### config.mk
export PLATFORM = sky130hd
export DESIGN_NAME = mov_ext_flat
export DESIGN_NICKNAME = d
export VERILOG_FILES = /design/src/rtl/mov_ext_if.sv /design/src/rtl/mov_ext.sv /design/src/flat_wrapper.sv
export SDC_FILE = /design/constraint.sdc
export NUM_CORES = 1
export LEC_CHECK = 0
export BUFFER_PORTS_ARGS = -buffer_cell sky130_fd_sc_hd__clkbuf_2
export CORE_AREA = 2 2 39 41
export CTS_BUF_LIST = sky130_fd_sc_hd__clkbuf_8
export DETAILED_ROUTE_END_ITERATION = 10
export DIE_AREA = 0 0 41 43
export GPL_TIMING_DRIVEN = 1
export SYNTH_ARGS = -nofsm -noshare
export SYNTH_HDL_FRONTEND = slang
export SYNTH_SLANG_ARGS = --single-unit
### constraint.sdc
create_clock -name clk -period 1 [get_ports clk]
set_input_delay 0.3 -clock clk [delete_from_list [all_inputs] [get_ports clk]]
set_output_delay 0.3 -clock clk [all_outputs]
set_load 0.005 [all_outputs]
### src/rtl/mov_ext_if.sv
// rtl/mov_ext_if.sv - Immediate move/extend request and result signal bundle
interface mov_ext_if #(
    parameter int IN_W  = 8,
    parameter int OUT_W = 16
);
    logic             MovEn;
    logic             MovOp;
    logic [IN_W-1:0]  MovIn;
    logic [OUT_W-1:0] MovOut;
    logic             MovOutValid;

    modport master (
        output MovEn,
        output MovOp,
        output MovIn,
        input  MovOut,
        input  MovOutValid
    );

    modport slave (
        input  MovEn,
        input  MovOp,
        input  MovIn,
        output MovOut,
        output MovOutValid
    );
endinterface

### src/rtl/mov_ext.sv
// rtl/mov_ext.sv - Registered zero/sign extension of an immediate to a register word
module mov_ext #(
    parameter int IN_W  = 8,
    parameter int OUT_W = 16
) (
    input  logic     clk,
    input  logic     rst,
    mov_ext_if.slave bus
);
    localparam int EXT_W = OUT_W - IN_W;

    logic [OUT_W-1:0] mov_out_d,       mov_out_q;
    logic             mov_out_valid_d, mov_out_valid_q;
    logic             ext_bit;

    // Fill bit for the upper word: zero for MovOp=0, immediate MSB for MovOp=1.
    assign ext_bit = bus.MovOp & bus.MovIn[IN_W-1];

    always_comb begin
        mov_out_d       = mov_out_q;
        mov_out_valid_d = 1'b0;
        if (bus.MovEn) begin
            mov_out_d       = {{EXT_W{ext_bit}}, bus.MovIn};
            mov_out_valid_d = 1'b1;
        end
    end

    always_ff @(posedge clk) begin
        if (rst) begin
            mov_out_q       <= '0;
            mov_out_valid_q <= 1'b0;
        end else begin
            mov_out_q       <= mov_out_d;
            mov_out_valid_q <= mov_out_valid_d;
        end
    end

    assign bus.MovOut      = mov_out_q;
    assign bus.MovOutValid = mov_out_valid_q;
endmodule

### src/flat_wrapper.sv
// flat-port wrapper written by rule: the top's interface ports become plain ports
module mov_ext_flat 
#(
    parameter int IN_W  = 8,
    parameter int OUT_W = 16
)
  (clk, rst, bus_MovEn, bus_MovOp, bus_MovIn, bus_MovOut, bus_MovOutValid);
  mov_ext_if #(.IN_W(IN_W), .OUT_W(OUT_W)) bus_i ();
  input  logic clk;
  input  logic rst;
  input wire logic [$bits(bus_i.MovEn)-1:0] bus_MovEn;
  input wire logic [$bits(bus_i.MovOp)-1:0] bus_MovOp;
  input wire logic [$bits(bus_i.MovIn)-1:0] bus_MovIn;
  output wire logic [$bits(bus_i.MovOut)-1:0] bus_MovOut;
  output wire logic [$bits(bus_i.MovOutValid)-1:0] bus_MovOutValid;
  assign bus_i.MovEn = bus_MovEn;
  assign bus_i.MovOp = bus_MovOp;
  assign bus_i.MovIn = bus_MovIn;
  assign bus_MovOut = bus_i.MovOut;
  assign bus_MovOutValid = bus_i.MovOutValid;
  mov_ext #(.IN_W(IN_W), .OUT_W(OUT_W)) u_core (.clk(clk), .rst(rst), .bus(bus_i));
endmodule
Word level (Yosys, flattened, before mapping)
Cells that the tools add are included.

storage, ports and cells
  bits of input ports = 12
  logic and storage cells = 4
  bits in registers = 10

cells by class
  multiplexer cells = 1
  bitwise operators = 1

operators by type and width
  operator          count
  AND 1 bit         1
  2-to-1 mux 1 bit  1

Logic depth before layout (Yosys ltp)
Gate-level depths: netlist of the first run.

  depth in word-level cells = 1
  mapped depth = 3
  mapped depth without buffers = 2

Worst setup path before layout of the first run
Ideal clock, no wire load.

  path type = register -> output
  start = register, netlist name u_core.bus.MovOut[8]
  end = output port bus_MovOut[10]
  arrival time = 586 ps
  slack = 114 ps
  cell stages (with the launch flop) = 2
  path through = dfxtp_1 > buf_4

RTL lines
  item       RTL line            RTL
  to (decl)  flat_wrapper.sv:14  output wire logic [$bits(bus_i.MovOut)-1:0] bus_MovOut;

No word-level cell between the ends.

Worst setup path after layout of the first run
  start = register, netlist name u_core.bus.MovOut[8]
  end = output port bus_MovOut[13]

No word-level cell between the ends.

==> impl_metrics.ini, run 1 <==
[run_status]
status = finished, violations left
violations = setup timing

[clock_network]
holdBufCountCts = 0
root_buffer = clkbuf_8
clk_latency_ns = 0.23
clk_path_buf_depth = 2
clk_pin_slew_ns = 0.05
cts_buffers = 3
cts_num_sinks = 10
cts_tree = done
h-tree-depth = 1
cts_setup_buffers = 0

[synth]
ys_warn_count = 0
syn_area_sq_um = 402
synth_nets = 51
synth_seq_cells = 10
synth_top_area_share = 0.498
yosysMostFrequentCell = dfxtp_1
synth_edf_count = 0
synthCells = 39
seq_area_frac_synth = 0.498
synth.top_cells.by_area = dfxtp_1 50%, mux2i_1 20%, buf_4 13%
yosysTopAreaCell = dfxtp_1
synthFlopType = dfxtp_1
synth_cell_type_count = 10
synthTopCellsByCount = 10 x dfxtp_1, 8 x mux2i_1, 8 x nor2_1
async_flop_share = 0
syn_avg_cell_area_sq_um = 10.3

[floorplan]
io_pins = 29
std_cell_rows = 14
core_area_sq_um = 1380
die_w_um = 41
dieArea_sq_um = 1760
start_util = 0.290
die_y_um = 43

[timing]
clock_skew_ns = 0
final-max-slew-violation-count = 0
min_period_over_period = 1.02
slew_headroom = 0.793
setup_tns_ns = -0.128
setup_slack_ns = -0.0171
tightest_slew_ns = 0.311
setup_viol = 8
hold_viol = 0
period_minus_slack_ns = 1.02
grt_setup_unrepaired = true
clock.fmax_ghz = 0.983
hold-worst-slack_ns = 0.311

[place]
placed_cell_area_sq_um = 493
port_buffers = 28
gp_congestion = 0.606

[worst_setup_path]
cp_top_family = flip-flops
cp-start-kind = flop
cp.depth = 1
arrival_ns = 0.72
path_class = reg -> out
critPathCaptureType = primary output
crit_required_ns = 0.70
critPathMaxStageDelay_ns = 0.37
path_buf_inv = 1
cp_slowest_cell = dfxtp_4
critPathMaxFanout = 9
r2r_cells = 2
path_cells = clkbuf_2

[finish]
fin_nets = 75
regArea_sq_um = 213
area_growth_pct = 39.6
antennaDiodeCount = 0
fillCellCount = 144
drive_above_1_share = 0.645
utilization = 0.405
multi_input_area_sq_um = 133
postLayoutCellArea_sq_um = 561

[global_routing]
grt_max_degree = 12
grt.total_usage = 0.102
grt_pass1_wl_um = 1170
grt-ovfl-total = 0
grt_use_met3 = 0.0419
grtUsageMet2 = 0.125
antenna_found_initial = 0
busiest_layer = met1
grt_pass1_vias = 305
use_met1 = 0.134

[power_and_ir_drop]
max-vdd-ir-drop_uv = 945
p_leak_nw = 0.306
power_density_nw_per_um2 = 1840
finalPower_mw = 1.03

[routing]
drc = 0
vias = 331
dr.pass1.iters = 1
avgViaCountPerCell = 4.24
drtIter0Drc = 0
wirelength_um = 778
antenna_left = 0
post_drt_wl_per_cell_um = 9.97

[min_path]
holdCritPathClass = in -> reg
min_path_cells = 3

[run]
max_cap_violations = 0
[registers in the layout (all words and copies together) (netlist names)]
name                    count
u_core.bus.MovOutValid      1
u_core.bus.MovOut           9
[cell type report]
class	instances	area share
sequential	10	0.379
timing repair buffer	28	0.250
multi-input combinational	20	0.237
clock buffer	4	0.0982
tap	16	0.0357
[report_power, final]
group / total, mW / internal, mW / switching (mW)
clock: 0.491 / 0.345 / 0.146
combinational: 0.104 / 0.0570 / 0.0469
sequential: 0.437 / 0.424 / 0.0122
total: 1.03 / 0.826 / 0.205
[per-layer routing]
layer,share of wire,up-vias
met1,0.44,145
met5,0,-
li1,-,164
met4,0,0
met3,0.11,0
met2,0.45,22
[through the flow]
step | cells | setup WS (ns)
2_1_floorplan | 39 | 0.114
3_3_place_gp | 74 | 0.0325
3_5_place_dp | 74 | 0.0220
4_1_cts | 78 | -0.0356
5_1_grt | 78 | -0.0806
6_report | 78 | -0.0171
[cell usage in the layout (no fill, tap or decap)]
cell      instances
mux2i_1           8
nand2b_1          1
nand3_1           1
clkbuf_2         26
buf_2             2
a21oi_1           1
nor2b_1           1
dfxtp_2           7
nor2_1            8
dfxtp_4           1
dfxtp_1           2
clkbuf_8          4
[path summary, 6_finish.rpt]
kind                              from                    to  slack, ns
hold / removal            bus_MovIn[3]  u_core.bus.MovOut[3]       0.31
setup reg to reg  u_core.bus.MovOut[8]  u_core.bus.MovOut[8]       0.38
hold reg to reg   u_core.bus.MovOut[3]  u_core.bus.MovOut[3]       0.48
setup / recovery  u_core.bus.MovOut[8]        bus_MovOut[13]      -0.02
[timing repair]
action                                  CTS  global route
endpoints found under the setup margin    8            15
resized for setup                         2             9
endpoints found under the hold margin     0             0
[kinds of logic (layout without fill, tap and decap cells)]
| kind of cell | count (synthesis) | in the layout | synth area share |
|---|---|---|---|
| flops | 10 | 10 | 0.498 |
| buf+inv | 9 | 32 | 0.171 |
| simple gates | 11 | 11 | 0.118 |
| mux | 8 | 8 | 0.199 |
| compound gates | 1 | 1 | 0.0124 |
Note: power is estimated with default switching activity, not from simulation.
==> run 2: changes to the inputs <==
==> constraint.sdc (replaced) <==
create_clock -name clk -period 1 [get_ports clk]
set_input_delay 0.3 -clock clk [delete_from_list [all_inputs] [get_ports clk]]
set_output_delay 0.3 -clock clk [all_outputs]
set_load 0.01 [all_outputs]
==> impl_metrics.ini, run 2 (same netlist as run 1, synthesis figures left out) <==
[worst_setup_path]
arrival_ns = 0.72
cp-start-kind = flop
endpoint = bus_MovOut[13]
critPathLaunch = u_core.bus.MovOut[8]
cp.depth = 1
path_class = reg -> out
cp_slowest_cell = dfxtp_4
reg2reg_from = u_core.bus.MovOut[2]
crit_required_ns = 0.70
r2r_setup_slack_ns = 0.38
path_buf_inv = 1
r2r_cells = 2
cp_top_family = flip-flops
path_cells = buf_2
critPathMaxFanout = 9
critPathMaxStageDelay_ns = 0.36
r2r-end = u_core.bus.MovOut[2]
critPathCaptureType = primary output

[floorplan]
std_cell_rows = 14
core_area_sq_um = 1380
die_y_um = 43
start_util = 0.290
die_w_um = 41
io_pins = 29
dieArea_sq_um = 1760

[routing]
vias = 329
dr.pass1.iters = 4
post_drt_wl_per_cell_um = 10.0
avgViaCountPerCell = 4.22
drc = 0
antenna_left = 0
drtIter0Drc = 3
wirelength_um = 781

[timing]
setup_slack_ns = -0.0246
hold_viol = 0
slew_headroom = 0.796
tightest_slew_ns = 0.306
final-max-slew-violation-count = 0
grt_setup_unrepaired = true
hold-worst-slack_ns = 0.310
clock.fmax_ghz = 0.976
period_minus_slack_ns = 1.02
min_period_over_period = 1.02
clock_skew_ns = 0
setup_viol = 8

[power_and_ir_drop]
p_leak_nw = 0.318
power_density_nw_per_um2 = 1820
pwr-share-seq = 0.417
power_frac_clock = 0.466
p_switching_mw = 0.215
switching_share = 0.205
max-vdd-ir-drop_uv = 953
intPower_mw = 0.833
power_frac_comb = 0.117
finalPower_mw = 1.05

[global_routing]
grt_pass1_vias = 308
grt_use_met3 = 0.0419
grt.total_usage = 0.106
antenna_found_initial = 0
grt_pass1_wl_um = 1220
grtUsageMet2 = 0.138
grt_max_degree = 12
busiest_layer = met2
use_met1 = 0.134
grt-ovfl-total = 0

[clock_network]
clk_latency_ns = 0.23
cts_num_sinks = 10
root_buffer = clkbuf_8
h-tree-depth = 1
clk_pin_slew_ns = 0.05
cts_tree = done
clk_path_buf_depth = 2
holdBufCountCts = 0
cts_buffers = 3

[run_status]
status = finished, violations left
violations = setup timing

[finish]
area_growth_pct = 43.0
largest_reg_flops = 9
utilization = 0.415
antennaDiodeCount = 0
fin_nets = 75
final_common_cell = buf_2
fin_cells = 78
layout_common_cells = 14 x buf_2, 12 x clkbuf_2, 8 x mux2i_1, 8 x nor2_1, 8 x dfxtp_2
postLayoutCellArea_sq_um = 574
drive_above_1_share = 0.661

[place]
placed_cell_area_sq_um = 493
dpl.cell_count = 74
gp_congestion = 0.606
port_buffers = 28

[min_path]
min_from = bus_MovIn[6]
min_path_cells = 3
holdCritPathClass = in -> reg

[run]
max_cap_violations = 0
==> run 2: cell types whose count changed in the layout (fill, tap and decap cells not counted) <==
cell      before  now
dfxtp_2        7    8
dfxtp_1        2    1
buf_2          2   14
clkbuf_2      26   12
buf_6          0    2
==> run 2: per-stage QoR <==
stage / setup TNS [ns] / setup WS [ns]
floorplan: 0 / 0.0595
global placement: 0 / 0.0325
detailed placement: 0 / 0.0220
CTS: -0.421 / -0.0549
global route: -0.670 / -0.0881
finish: -0.188 / -0.0246
==> run 2: worst min-delay path by stage <==
stage,end,slack (ns)
after detailed placement,u_core.bus.MovOut[5],0.48
after global routing,u_core.bus.MovOut[0],0.31
after global placement,u_core.bus.MovOut[3],0.48
after floorplan,u_core.bus.MovOut[0],0.45
final,u_core.bus.MovOut[6],0.31
after CTS,u_core.bus.MovOut[5],0.30
==> run 2: layer usage <==
| metal | routed length, um | vias up |
|---|---|---|
| li1 | - | 164 |
| met1 | 331 | 143 |
| met2 | 346 | 22 |
| met3 | 104 | 0 |
| met4 | 0 | 0 |
| met5 | 0 | - |
==> run 2: power by group through the flow <==
stage	Sequential [mW]	Combinational (mW)	Clock [mW]
floorplan	0.453	0.0660	0
global placement	0.442	0.116	0
detailed placement	0.443	0.117	0
CTS	0.434	0.118	0.517
global route	0.441	0.135	0.545
finish	0.437	0.122	0.488
==> run 2: timing repair <==
item                       CTS  global route
pin swaps                    0             0
gates resized for setup      4            24
gates cloned                 0             0
setup endpoints to repair   10            16
setup buffers                0             0
hold endpoints to repair     0             0
==> run 2: layout make-up <==
type                            count  area (sq um)
Clock buffer                        4          55.1
Tap cell                           16          20.0
Sequential cell                    10           214
Fill cell                         144           810
Timing Repair Buffer               28           153
Multi-Input combinational cell     20           133
==> run 3: changes to the inputs <==
--- a/config.mk
+++ b/config.mk
@@ -11,6 +11,7 @@
 export DETAILED_ROUTE_END_ITERATION = 10
 export DIE_AREA = 0 0 41 43
 export GPL_TIMING_DRIVEN = 1
+export RECOVER_POWER = 100
 export SYNTH_ARGS = -nofsm -noshare
 export SYNTH_HDL_FRONTEND = slang
 export SYNTH_SLANG_ARGS = --single-unit
==> impl_metrics.ini, run 3 (same netlist as run 1, synthesis figures left out) <==
[floorplan]
start_util = 0.290
core_area_sq_um = 1380
dieArea_sq_um = 1760
std_cell_rows = 14
io_pins = 29
die_y_um = 43
die_w_um = 41

[routing]
drtIter0Drc = 1
post_drt_wl_per_cell_um = 9.88
avgViaCountPerCell = 4.18
vias = 326
antenna_left = 0
drc = 0
wirelength_um = 771
dr.pass1.iters = 4

[global_routing]
antenna_found_initial = 0
grt-ovfl-total = 0
grt.total_usage = 0.106
grt_max_degree = 12
grt_pass1_wl_um = 1220
grt_pass1_vias = 308

[clock_network]
cts_num_sinks = 10
clk_pin_slew_ns = 0.05
cts_tree = done
h-tree-depth = 1
holdBufCountCts = 0
root_buffer = clkbuf_8
clk_latency_ns = 0.23
clk_path_buf_depth = 2
cts_buffers = 3

[worst_setup_path]
path_cells = buf_2
crit_required_ns = 0.70
path_buf_inv = 1
critPathMaxFanout = 9
cp_top_family = flip-flops
cp_slowest_cell = dfxtp_4
critPathMaxStageDelay_ns = 0.36
critPathCaptureType = primary output
cp-start-kind = flop
arrival_ns = 0.72
path_class = reg -> out

[power_and_ir_drop]
p_leak_nw = 0.315
power_frac_clock = 0.466
max-vdd-ir-drop_uv = 953
switching_share = 0.205
power_frac_comb = 0.116
intPower_mw = 0.832
pwr-share-seq = 0.418
finalPower_mw = 1.05
power_density_nw_per_um2 = 1830
p_switching_mw = 0.214

[run_status]
status = finished, violations left
violations = setup timing

[finish]
regArea_sq_um = 214
fillCellCount = 145
multi_input_area_sq_um = 133
area_growth_pct = 42.7
drive_above_1_share = 0.645
fin_cells = 78
antennaDiodeCount = 0
largest_reg_flops = 9
layout_common_cells = 14 x buf_2, 11 x clkbuf_2, 8 x mux2i_1, 8 x nor2_1, 8 x dfxtp_2
final_common_cell = buf_2
fin_nets = 75

[run]
max_cap_violations = 0

[min_path]
holdCritPathClass = in -> reg

[place]
preCtsSetupSlack_ns = 0.0220
gp_congestion = 0.606
dpl.cell_count = 74
port_buffers = 28

[timing]
hold_viol = 0
final-max-slew-violation-count = 0
setup_slack_ns = -0.0242
period_minus_slack_ns = 1.02
clock.fmax_ghz = 0.976
tightest_slew_ns = 0.638
setup_viol = 8
clock_skew_ns = 0
grt_setup_unrepaired = true
min_period_over_period = 1.02
slew_headroom = 0.575
run 3: area by class of cell:
cell class / instances / share of cell area
Timing Repair Buffer: 28 / 0.264
Multi-Input combinational cell: 20 / 0.231
Tap cell: 16 / 0.0349
Sequential cell: 10 / 0.373
Clock buffer: 4 / 0.0961
run 3: timing repair:
item,CTS,global route
gates cloned,0,0
buffers inserted,0,0
pin swaps,0,0
endpoints found under the setup margin,10,16
resized for setup,4,24
run 3: stage by stage:
| step | cell area [sq um] | hold slack (ns) | TNS (ns) | util |
|---|---|---|---|---|
| after floorplan | 402 | 0.447 | 0 | - |
| after detailed placement | 493 | 0.483 | 0 | 0.356 |
| after CTS | 554 | 0.301 | -0.421 | 0.401 |
| final | 573 | 0.310 | -0.185 | 0.414 |
| after global placement | 493 | 0.475 | 0 | 0.356 |
| after global routing | 573 | 0.307 | -1.03 | 0.414 |
run 3: worst paths after layout:
kind	slack (ns)	to	startpoint	cells past startpoint
worst min register to register	0.48	u_core.bus.MovOut[6]	u_core.bus.MovOut[6]	2
worst max register to register	0.38	u_core.bus.MovOut[2]	u_core.bus.MovOut[2]	2
worst min-delay path	0.31	u_core.bus.MovOut[6]	bus_MovIn[6]	3
worst max-delay path	-0.02	bus_MovOut[13]	u_core.bus.MovOut[8]	1
run 3: power by group through the flow:
stage	Combinational, mW	Clock [mW]	Sequential [mW]
6_report	0.121	0.488	0.437
5_1_grt	0.135	0.545	0.441
4_1_cts	0.118	0.517	0.434
3_5_place_dp	0.117	0	0.443
3_3_place_gp	0.116	0	0.442
2_1_floorplan	0.0660	0	0.453
run 3: metal layers:
metal	vias to the layer above	global-route usage	wire length, um
li1	164	-	-
met1	138	0.134	317
met2	24	0.138	345
met3	0	0.0419	108
met4	0	0.0800	0
met5	-	0	0
